File: config.mk
export PLATFORM = sky130hd
export DESIGN_NAME = rgb_pixel_packer
export DESIGN_NICKNAME = d
export VERILOG_FILES = /design/src/rtl/rgb_pixel_packer.sv
export SDC_FILE = /design/constraint.sdc
export NUM_CORES = 1
export LEC_CHECK = 0
export ABC_AREA = 1
export BUFFER_PORTS_ARGS = -buffer_cell sky130_fd_sc_hd__buf_2
export CORE_ASPECT_RATIO = 0.7
export CORE_UTILIZATION = 56
export CTS_BUF_LIST = sky130_fd_sc_hd__clkbuf_4 sky130_fd_sc_hd__clkbuf_8 sky130_fd_sc_hd__clkbuf_16
export CTS_CLUSTER_DIAMETER = 150
export DETAILED_ROUTE_END_ITERATION = 10
export PLACE_DENSITY = 0.83
export REMOVE_ABC_BUFFERS = 1
export SKIP_CTS_REPAIR_TIMING = 1
export SYNTH_ARGS = -nofsm -noshare
export SYNTH_HDL_FRONTEND = slang
export SYNTH_SLANG_ARGS = --single-unit
export TNS_END_PERCENT = 5
File: constraint.sdc
create_clock -name clk_100 -period 3.69 [get_ports clk_100]
set_clock_uncertainty 0.05 [all_clocks]
set_input_delay 0.1845 -clock clk_100 [delete_from_list [all_inputs] [get_ports clk_100]]
set_output_delay 0.1845 -clock clk_100 [all_outputs]
set_load 0.02 [all_outputs]
File: src/rtl/rgb_pixel_packer.sv
// rgb_pixel_packer: packs a byte stream into 24-bit RGB pixels, buffers them and tags frame start/end.
// Define PIXEL_BGR_ORDER_EN to accept bytes in B,G,R arrival order (output stays {R,G,B}).
module rgb_pixel_packer #(
    parameter int FIFO_DEPTH   = 16,
    parameter int FRAME_PIXELS = 307200
) (
    input  logic                        clk_100,
    input  logic                        reset,
    input  logic [7:0]                  byte_data,
    input  logic                        byte_valid,
    output logic                        byte_ready,
    output logic [23:0]                 pixel_data,
    output logic                        pixel_valid,
    input  logic                        pixel_ready,
    output logic                        pixel_sof,
    output logic                        pixel_eof,
    output logic [$clog2(FIFO_DEPTH):0] fifo_level,
    input  logic                        resync
);
    localparam int AW = $clog2(FIFO_DEPTH);
    localparam int CW = $clog2(FRAME_PIXELS + 1);
    typedef enum logic [1:0] {PH0, PH1, PH2} phase_t;
    phase_t          phase_q, phase_d;
    logic [7:0]      h0_q, h0_d, h1_q, h1_d;
    logic [CW-1:0]   cnt_q, cnt_d;
    logic [AW:0]     wptr_q, wptr_d, rptr_q, rptr_d;
    logic [25:0]     mem_q [FIFO_DEPTH];
    logic [25:0]     head_q, head_d, push_word;
    logic [23:0]     packed_px;
    logic            full, accept, push, pop, last_px;
    always_comb begin
        fifo_level  = wptr_q - rptr_q;
        full        = fifo_level == (AW+1)'(FIFO_DEPTH);
        pixel_valid = wptr_q != rptr_q;
        pop         = pixel_valid && pixel_ready;
        // a pop in the same cycle frees the slot the third byte needs
        byte_ready  = reset && !resync && (!full || phase_q != PH2 || pop);
        accept      = byte_valid && byte_ready;
        push        = accept && phase_q == PH2;
        last_px     = cnt_q == CW'(FRAME_PIXELS - 1);
`ifdef PIXEL_BGR_ORDER_EN
        packed_px   = {byte_data, h1_q, h0_q};
`else
        packed_px   = {h0_q, h1_q, byte_data};
`endif
        push_word   = {cnt_q == '0, last_px, packed_px};
        phase_d     = resync ? PH0 : !accept ? phase_q : phase_q == PH2 ? PH0 : phase_t'(phase_q + 2'd1);
        h0_d        = accept && phase_q == PH0 ? byte_data : h0_q;
        h1_d        = accept && phase_q == PH1 ? byte_data : h1_q;
        cnt_d       = resync ? '0 : !push ? cnt_q : last_px ? '0 : cnt_q + CW'(1);
        wptr_d      = wptr_q + (AW+1)'(push);
        rptr_d      = rptr_q + (AW+1)'(pop);
        // the head register shows the entry at rptr_d; bypass when that entry is being written now
        head_d      = wptr_d == rptr_d ? head_q :
                      (push && rptr_d == wptr_q) ? push_word : mem_q[rptr_d[AW-1:0]];
        pixel_data  = head_q[23:0];
        pixel_sof   = head_q[25];
        pixel_eof   = head_q[24];
    end
    always_ff @(posedge clk_100 or negedge reset) begin
        if (!reset) begin
            phase_q <= PH0;
            h0_q    <= '0;
            h1_q    <= '0;
            cnt_q   <= '0;
            wptr_q  <= '0;
            rptr_q  <= '0;
            head_q  <= '0;
        end else begin
            phase_q <= phase_d;
            h0_q    <= h0_d;
            h1_q    <= h1_d;
            cnt_q   <= cnt_d;
            wptr_q  <= wptr_d;
            rptr_q  <= rptr_d;
            head_q  <= head_d;
        end
    end
    always_ff @(posedge clk_100) begin
        if (push) mem_q[wptr_q[AW-1:0]] <= push_word;
    end
endmodule
==> impl_results.md, run 1 <==
- Status: finished with violations
- Failing checks: negative hold slack
- Largest net degree at the start of global routing: 110
- CP max FO: 36
- Sw Share: 39.8%
- #FFs+latches synth: 489
- Post-synth ARST share: 14.9%
- Antenna violations before repair: 1
- Internal power: 11600 uW
- CTS Buffer Depth: 3
- CTS root buf: clkbuf_16
- CP top delay family: simple AND/OR/NAND/NOR gates
- Via Count: 14900
- Vias in the first global route: 14500
- Total gr overflow: 0
- Final std cells w/o fill: 2399
- Tcrit/Tclk final: 96.1%
- Sequential Power Share: 36.1%
- Synth warn: 0
- CTS tree: built
- Total Power: 19200 uW
- WP data arrival: 3.69 ns
- Post-synthesis cell type count: 44
- Fin. max-slew vios: 0
- Post-synth EDFFs: 416
- First-pass GRT wire length: 82600 um
- HPWL after DPL: 29800 um
- CP bufs+invs: 4
- Synth Area in Compound Gates: 4.35%
- Share of the synthesized area in the top cell type: 60.3%
- WL final: 54000 um
- Mapped cell area: 20700 um2
- DR DRC count: 0
- Synth area leaders: edfxtp_1 60%, dfrtp_1 8.8%, nand2_1 8.6%, nand3_1 8.5%, o21ai_0 1.8%
- Setup Crit Path Kind: reg2reg
- Crit-path cells: inv_2 > ha_2 > fa_1 > inv_1 > nand3_1 > nand3_1 > nand2_1 > nand3_2 > nand3_4 > nor2_4 > buf_4 > nand3_2 > nor2_4 > buf_4
- Synth Flop Type: edfxtp_1
- Leading area contributor after synthesis: edfxtp_1
- GRT Total Usage: 28.9%
- Final core occ: 64.6%
- Nets: 1908
- Worst IR Drop VDD: 0.000603 V
- Worst setup EP type: register
- Routability cong.: 0.890
- Core area: 36200 um2
- Mapped Avg Cell Area: 11.3 um2
- DR WL/cell: 22.5 um
- Fmax: 282 MHz
- Clk pwr share: 23.5%
- Least-Margin Pin Slew: 1.03 ns
- Worst slew margin: 31.1%
- Placed instance count: 2312
- NetSw: 7660 uW
- Combinational power share: 40.4%
- Register area share after synthesis: 69.1%
- Ports: 46
- Die X: 232 um
- Multiplexer area fraction after synthesis: 0%
- Crit path max-delay cell type: buf_4
- Synth Area in XOR/XNOR: 0.954%
- CP startpoint kind: register
- Final Critical Period: 3.55 ns
- Die area: 37800 um2
- Initial DRC Count: 2003
- CTS buffer count: 43
- Post-Synth Adder-Cell Area: 0.700%
- DRT Pass-1 Iters: 6
- Endpoints failing hold: 1
- Initial Util: 57.3%
- # port buffers: 45
- Post-synthesis simple-gate area fraction: 20.9%
- Worst skew pair latency: 0.55 ns
- Die Span Y: 163 um
- Worst Hold Class: in2reg
- PwrDens: 822 nW/um2
- Main combinational cell family by area after synthesis: simple AND/OR/NAND/NOR gates
- CP Data Required Time: 3.83 ns
- Lkg Pwr: 0.00856 uW
- MaxCap Viol Count: 0
- Worst-path clk slew: 0.07 ns
- Area Overhead vs Synth: 12.9%
- Layout fillers: 2572
- Hold_ws: -0.00135 ns
- Layout cell share with drive strength beyond 1: 12.1%
- Num rows: 58
- CTS H-tree depth: 2
- Post-Syn Instances: 1839
- Slowest stage delay, CP: 0.45 ns
- Via density: 6.20
- CTS sink count: 489
- Final setup fails: 0
- Routed Antenna Nets: 0
==> power groups by stage <==
stage / registers (uW) / logic, uW / clock network, uW
after floorplan: 7010 / 4870 / 0
after global placement: 7020 / 7190 / 0
after detailed placement: 7030 / 7450 / 0
after CTS: 6930 / 7580 / 4540
after global routing: 6970 / 8500 / 4750
final: 6940 / 7780 / 4520
==> worst paths after layout <==
check | start | endpoint | slack (ns) | cells after the start
worst max-delay path | wptr_q[0] | mem_q[2][18] | 0.14 | 14
worst min-delay path | byte_data[0] | h1_q[0] | -0.001 | 3
worst max register to register | wptr_q[0] | mem_q[2][18] | 0.14 | 14
worst min register to register | head_q[15] | head_q[15] | 0.50 | 2
max in group asynchronous | reset | h1_q[1] | 2.49 | 3
min in group asynchronous | reset | cnt_q[15] | 0.41 | 3
==> state kept, by name (all words and copies together) (netlist names) <==
name,flops
h0_q,8
h1_q,8
rptr_q,5
cnt_q,19
phase_q,2
head_q,26
wptr_q,5
mem_q,416
==> metrics by stage <==
step | setup TNS, ns | hold slack [ns] | instance area [um2] | setup slack, ns
after detailed placement | 0 | 0.452 | 21800 | 0.0501
after floorplan | -316.85 | -0.161 | 20200 | -6.46
after global routing | -0.137 | 0.0112 | 23400 | -0.0311
final | 0 | -0.00135 | 23400 | 0.143
after CTS | -0.0396 | -0.127 | 23200 | -0.0156
after global placement | 0 | 0.437 | 21800 | 0.306
==> tightest hold or removal path, cell delays in order <==
cell and delay (ns):
buf_2 0.21, nand2_1 0.10, o21ai_1 0.06
==> layout make-up <==
| class | count | area, um2 | share of cell area, % |
|---|---|---|---|
| tap | 480 | 601 | 2.57 |
| sequential | 489 | 14300 | 61.2 |
| antenna | 1 | 2.50 | 0.0107 |
| clock inverter | 16 | 105 | 0.449 |
| clock buffer | 63 | 1310 | 5.60 |
| inverter | 79 | 314 | 1.34 |
| multi-input combinational | 1168 | 5800 | 24.8 |
| timing repair buffer | 103 | 947 | 4.05 |
==> cell usage in the layout (no fill, tap or decap), drive strengths merged, types with 10 or more instances in the layout <==
cell type / n
o21bai: 21
inv: 78
ha: 10
dfrtp: 73
o22ai: 36
clkinv: 14
xor2: 17
nand2: 479
buf: 100
nor2: 89
nand3: 360
nor3: 13
clkbuf: 64
o21ai: 90
edfxtp: 416
and2: 20
==> layer usage <==
metal / up-vias / share of wire [%] / routed length [um] / GRT usage (%)
li1: 6528 / - / - / -
met1: 7144 / 39 / 21000 / 40.5
met2: 1015 / 45 / 24300 / 44.2
met3: 178 / 12 / 6510 / 6.21
met4: 0 / 4.0 / 2150 / 11.7
met5: - / 0 / 0 / 0
==> synthesized netlist by cell type (2+ instances only) <==
cell type  instances
o21ai_1           17
nand2_1          476
a21oi_2            2
and2_0            19
nand3_2            7
clkbuf_1          29
nor3_4             2
ha_1              10
clkinv_1           2
dfrtp_1           73
nor4_1             7
xor2_1            15
inv_2              4
o22ai_1           36
nand3_1          352
o21bai_1          21
buf_6              5
edfxtp_1         416
nand3b_1           2
nand4_1            7
buf_2             49
inv_1             71
a21oi_1            7
buf_4             11
xnor2_1            2
xor2_2             2
buf_1              9
o21ai_0           73
nand2_2            2
nor3_1            10
nor2_1            88
==> cell families after synthesis <==
kind of cell | Yosys count
AOI/OAI and AO/OA | 158
adders and majority gates | 11
DFF | 489
xor gates and xnor gates | 20
buffers and inverters | 182
and+or+nand+nor | 979
No activity file was read; power rests on OpenSTA's default activity.
==> run 2: changes to the inputs <==
Settings changed: CORE_UTILIZATION 56 to 62, GPL_ROUTABILITY_DRIVEN from default to 1, PLACE_DENSITY 0.83 to 0.87.
Clock period 3.69 ns to 3.7 ns, I/O delays scaled along.
==> run 2 against run 1 <==
  * The flow finishes with violations (design-rule violations, negative hold slack)
  * Clock power increased by 7.3%
  * Non-clock buffer count decreased by 3
  * Cell area increased by 0.34%
  * Via count increased by 1.8%
  * Sequential cell count unchanged
  * Worst setup slack got worse by 0.10 ns
  * Die area decreased by 9.6%
  * Sequential power about the same
  * Global-route usage increased by 3.2 points
  * Sequential share of layout area decreased by 0.21 points
==> impl_results.md, run 2 (same netlist as run 1, synthesis figures left out) <==
- Core area: 32600 um2 (was 36200 um2)
- Layout cell share with drive strength beyond 1: 12.0% (was 12.1%)
- Largest net degree at the start of global routing: 115 (was 110)
- Status: finished with violations (unchanged)
- WL final: 54900 um (was 54000 um)
- Final setup fails: 0 (unchanged)
- Lkg Pwr: 0.00862 uW (was 0.00856 uW)
- Area of the multi-input gates: 5780 um2 (was 5800 um2)
- M1 WL: 19900 um (was 21000 um)
- Num rows: 55 (was 58)
- Worst slew margin: 18.8% (was 31.1%)
- Die area: 34200 um2 (was 37800 um2)
- Sw Share: 39.7% (was 39.8%)
- CTS H-tree depth: 2 (unchanged)
- Die Span Y: 155 um (was 163 um)
- CP max FO: 13 (was 36)
- Placed inst area: 21800 um2 (about the same)
- Routed Antenna Nets: 0 (unchanged)
- # port buffers: 45 (unchanged)
- Hold_ws: -0.00313 ns (was -0.00135 ns)
- CTS tree: built (unchanged)
- Via density: 6.45 (was 6.20)
- HPWL after DPL: 29300 um (was 29800 um)
- Worst IR Drop VDD: 0.000797 V (was 0.000603 V)
- Die X: 221 um (was 232 um)
- CP bufs+invs: 3 (was 4)
- Initial Util: 63.6% (was 57.3%)
- Tcrit/Tclk final: 98.9% (was 96.1%)
- DR WL/cell: 23.4 um (was 22.5 um)
- Metal3 WL: 7180 um (was 6510 um)
- Worst-path clk slew: 0.07 ns (about the same)
- WP data arrival: 4.06 ns (was 3.69 ns)
- Routability cong.: 0.862 (was 0.890)
- Endpoints failing hold: 1 (unchanged)
- Setup_tns: 0 ns (unchanged)
- Area Overhead vs Synth: 13.2% (was 12.9%)
- Sequential Power Share: 35.3% (was 36.1%)
- Total gr overflow: 0 (unchanged)
- WL met2: 25500 um (was 24300 um)
- Slowest stage delay, CP: 0.40 ns (was 0.45 ns)
- Layout fillers: 2034 (was 2572)
- DRT Pass-1 Iters: 10 (was 6)
- CTS Buffer Depth: 3 (unchanged)
- Crit-path cells: inv_2 > ha_2 > fa_1 > inv_1 > nand3_1 > nand3_1 > nand2_1 > nand3_2 > nand3_4 > nor2_4 > ha_2 > ha_2 > nand3_1 > xor2_2 > xnor2_2 > nand3_4 > clkbuf_16 > nand3_1 > nand2_1 (was inv_2 > ha_2 > fa_1 > inv_1 > nand3_1 > nand3_1 > nand2_1 > nand3_2 > nand3_4 > nor2_4 > buf_4 > nand3_2 > nor2_4 > buf_4)
- MaxCap Viol Count: 0 (unchanged)
- Vias in the first global route: 14500 (about the same)
- Failing checks: design-rule violations, negative hold slack (was negative hold slack)
- GRT Total Usage: 32.1% (was 28.9%)
- Least-Margin Pin Slew: 1.21 ns (was 1.03 ns)
- Most frequent cells in the layout: 476 x nand2_1, 416 x edfxtp_1, 352 x nand3_1 (was 476 x nand2_1, 416 x edfxtp_1, 351 x nand3_1)
- Top sig layer: met4 (unchanged)
- CTS sink count: 489 (unchanged)
- Combinational power share: 40.1% (was 40.4%)
- PwrDens: 837 nW/um2 (was 822 nW/um2)
- NetSw: 7790 uW (was 7660 uW)
- Crit path top cell by count: nand3_1
- Largest register FFs: 416 (unchanged)
- Worst setup EP type: register (unchanged)
- Post-route cell area: 23500 um2 (was 23400 um2)
- Nets: 1906 (was 1908)
- Commonest non-fill, non-tap cell in the layout: nand2_1 (unchanged)
- CTS root buf: clkbuf_16 (unchanged)
- Final Critical Period: 3.66 ns (was 3.55 ns)
- Fmax: 273 MHz (was 282 MHz)
- Clk pwr share: 24.7% (was 23.5%)
- Worst Hold Class: in2reg (unchanged)
- Register area: 14300 um2 (unchanged)
- CP top delay family: simple AND/OR/NAND/NOR gates (unchanged)
- Initial DRC Count: 2342 (was 2003)
- DR DRC count: 1 (was 0)
- CP Data Required Time: 4.10 ns (was 3.83 ns)
- Antenna Cells: 0 (was 1)
- CP startpoint kind: register (unchanged)
- Worst skew pair latency: 0.57 ns (was 0.55 ns)
- First-pass GRT wire length: 82300 um (was 82600 um)
- Fin. max-slew vios: 0 (unchanged)
- Ports: 46 (unchanged)
- Crit path max-delay cell type: fa_1 (was buf_4)
- Antenna violations before repair: 0 (was 1)
- Total Power: 19700 uW (was 19200 uW)
- Final core occ: 72.0% (was 64.6%)
- Via Count: 15100 (was 14900)
- Setup Crit Path Kind: reg2reg (unchanged)
- CTS buffer count: 44 (was 43)
- Internal power: 11900 uW (was 11600 uW)
-- run 2: cell count changes in the layout (fill, tap and decap cells not counted), moves of 2 or more --
cell and delta:
buf_12 +5, buf_4 -10, bufinv_16 +4, dlygate4sd3_1 +2, inv_6 +2, clkbuf_4 -3
-- run 2: final cells by class --
| type | instances | share of cell area, % |
|---|---|---|
| multi-input cells | 1168 | 24.6 |
| repair buffers | 100 | 4.22 |
| clock buffers | 60 | 5.49 |
| clock inverters | 22 | 1.07 |
| flip-flops and latches | 489 | 61.0 |
| well taps | 427 | 2.28 |
| inverters | 79 | 1.33 |
-- run 2: stage by stage --
step / worst slack (ns) / instances
after global placement: 0.312 / 2257
after CTS: 0.0974 / 2339
final: 0.0420 / 2345
after detailed placement: 0.137 / 2257
after global routing: -0.105 / 2345
after floorplan: -6.45 / 1736
-- run 2: worst register-to-register path, stage by stage, from the launching register on --
cell	delay [ns]
dfrtp_1	0.38
inv_2	0.08
ha_2	0.20
fa_1	0.40
inv_1	0.10
nand3_1	0.11
nand3_1	0.10
nand2_1	0.09
nand3_2	0.13
nand3_4	0.13
nor2_4	0.14
ha_2	0.21
ha_2	0.22
nand3_1	0.16
xor2_2	0.27
xnor2_2	0.16
nand3_4	0.21
clkbuf_16	0.26
nand3_1	0.11
nand2_1	0.06
-- run 2: power groups by stage --
stage / sequential, uW / combinational [uW] / clock [uW]
CTS: 6910 / 7630 / 4860
floorplan: 6990 / 4860 / 0
global placement: 6990 / 7150 / 0
global route: 6950 / 8500 / 5070
finish: 6930 / 7870 / 4850
detailed placement: 7010 / 7480 / 0
-- run 2: metal layers --
layer | GRT usage (%) | up-vias
li1 | - | 6526
met1 | 44.5 | 7183
met2 | 50.6 | 1205
met3 | 6.06 | 213
met4 | 13.1 | 0
met5 | 0 | -
-- run 2: worst paths after layout --
path                              start  slack, ns  cells after the start         end
setup reg to reg              wptr_q[0]       0.04                     19  head_q[15]
min in group asynchronous         reset       0.42                      3   cnt_q[18]
setup / recovery              wptr_q[0]       0.04                     19  head_q[15]
max in group asynchronous         reset       2.49                      3     h0_q[6]
hold / removal             byte_data[3]     -0.003                      3     h0_q[3]
hold reg to reg              head_q[19]       0.47                      2  head_q[19]
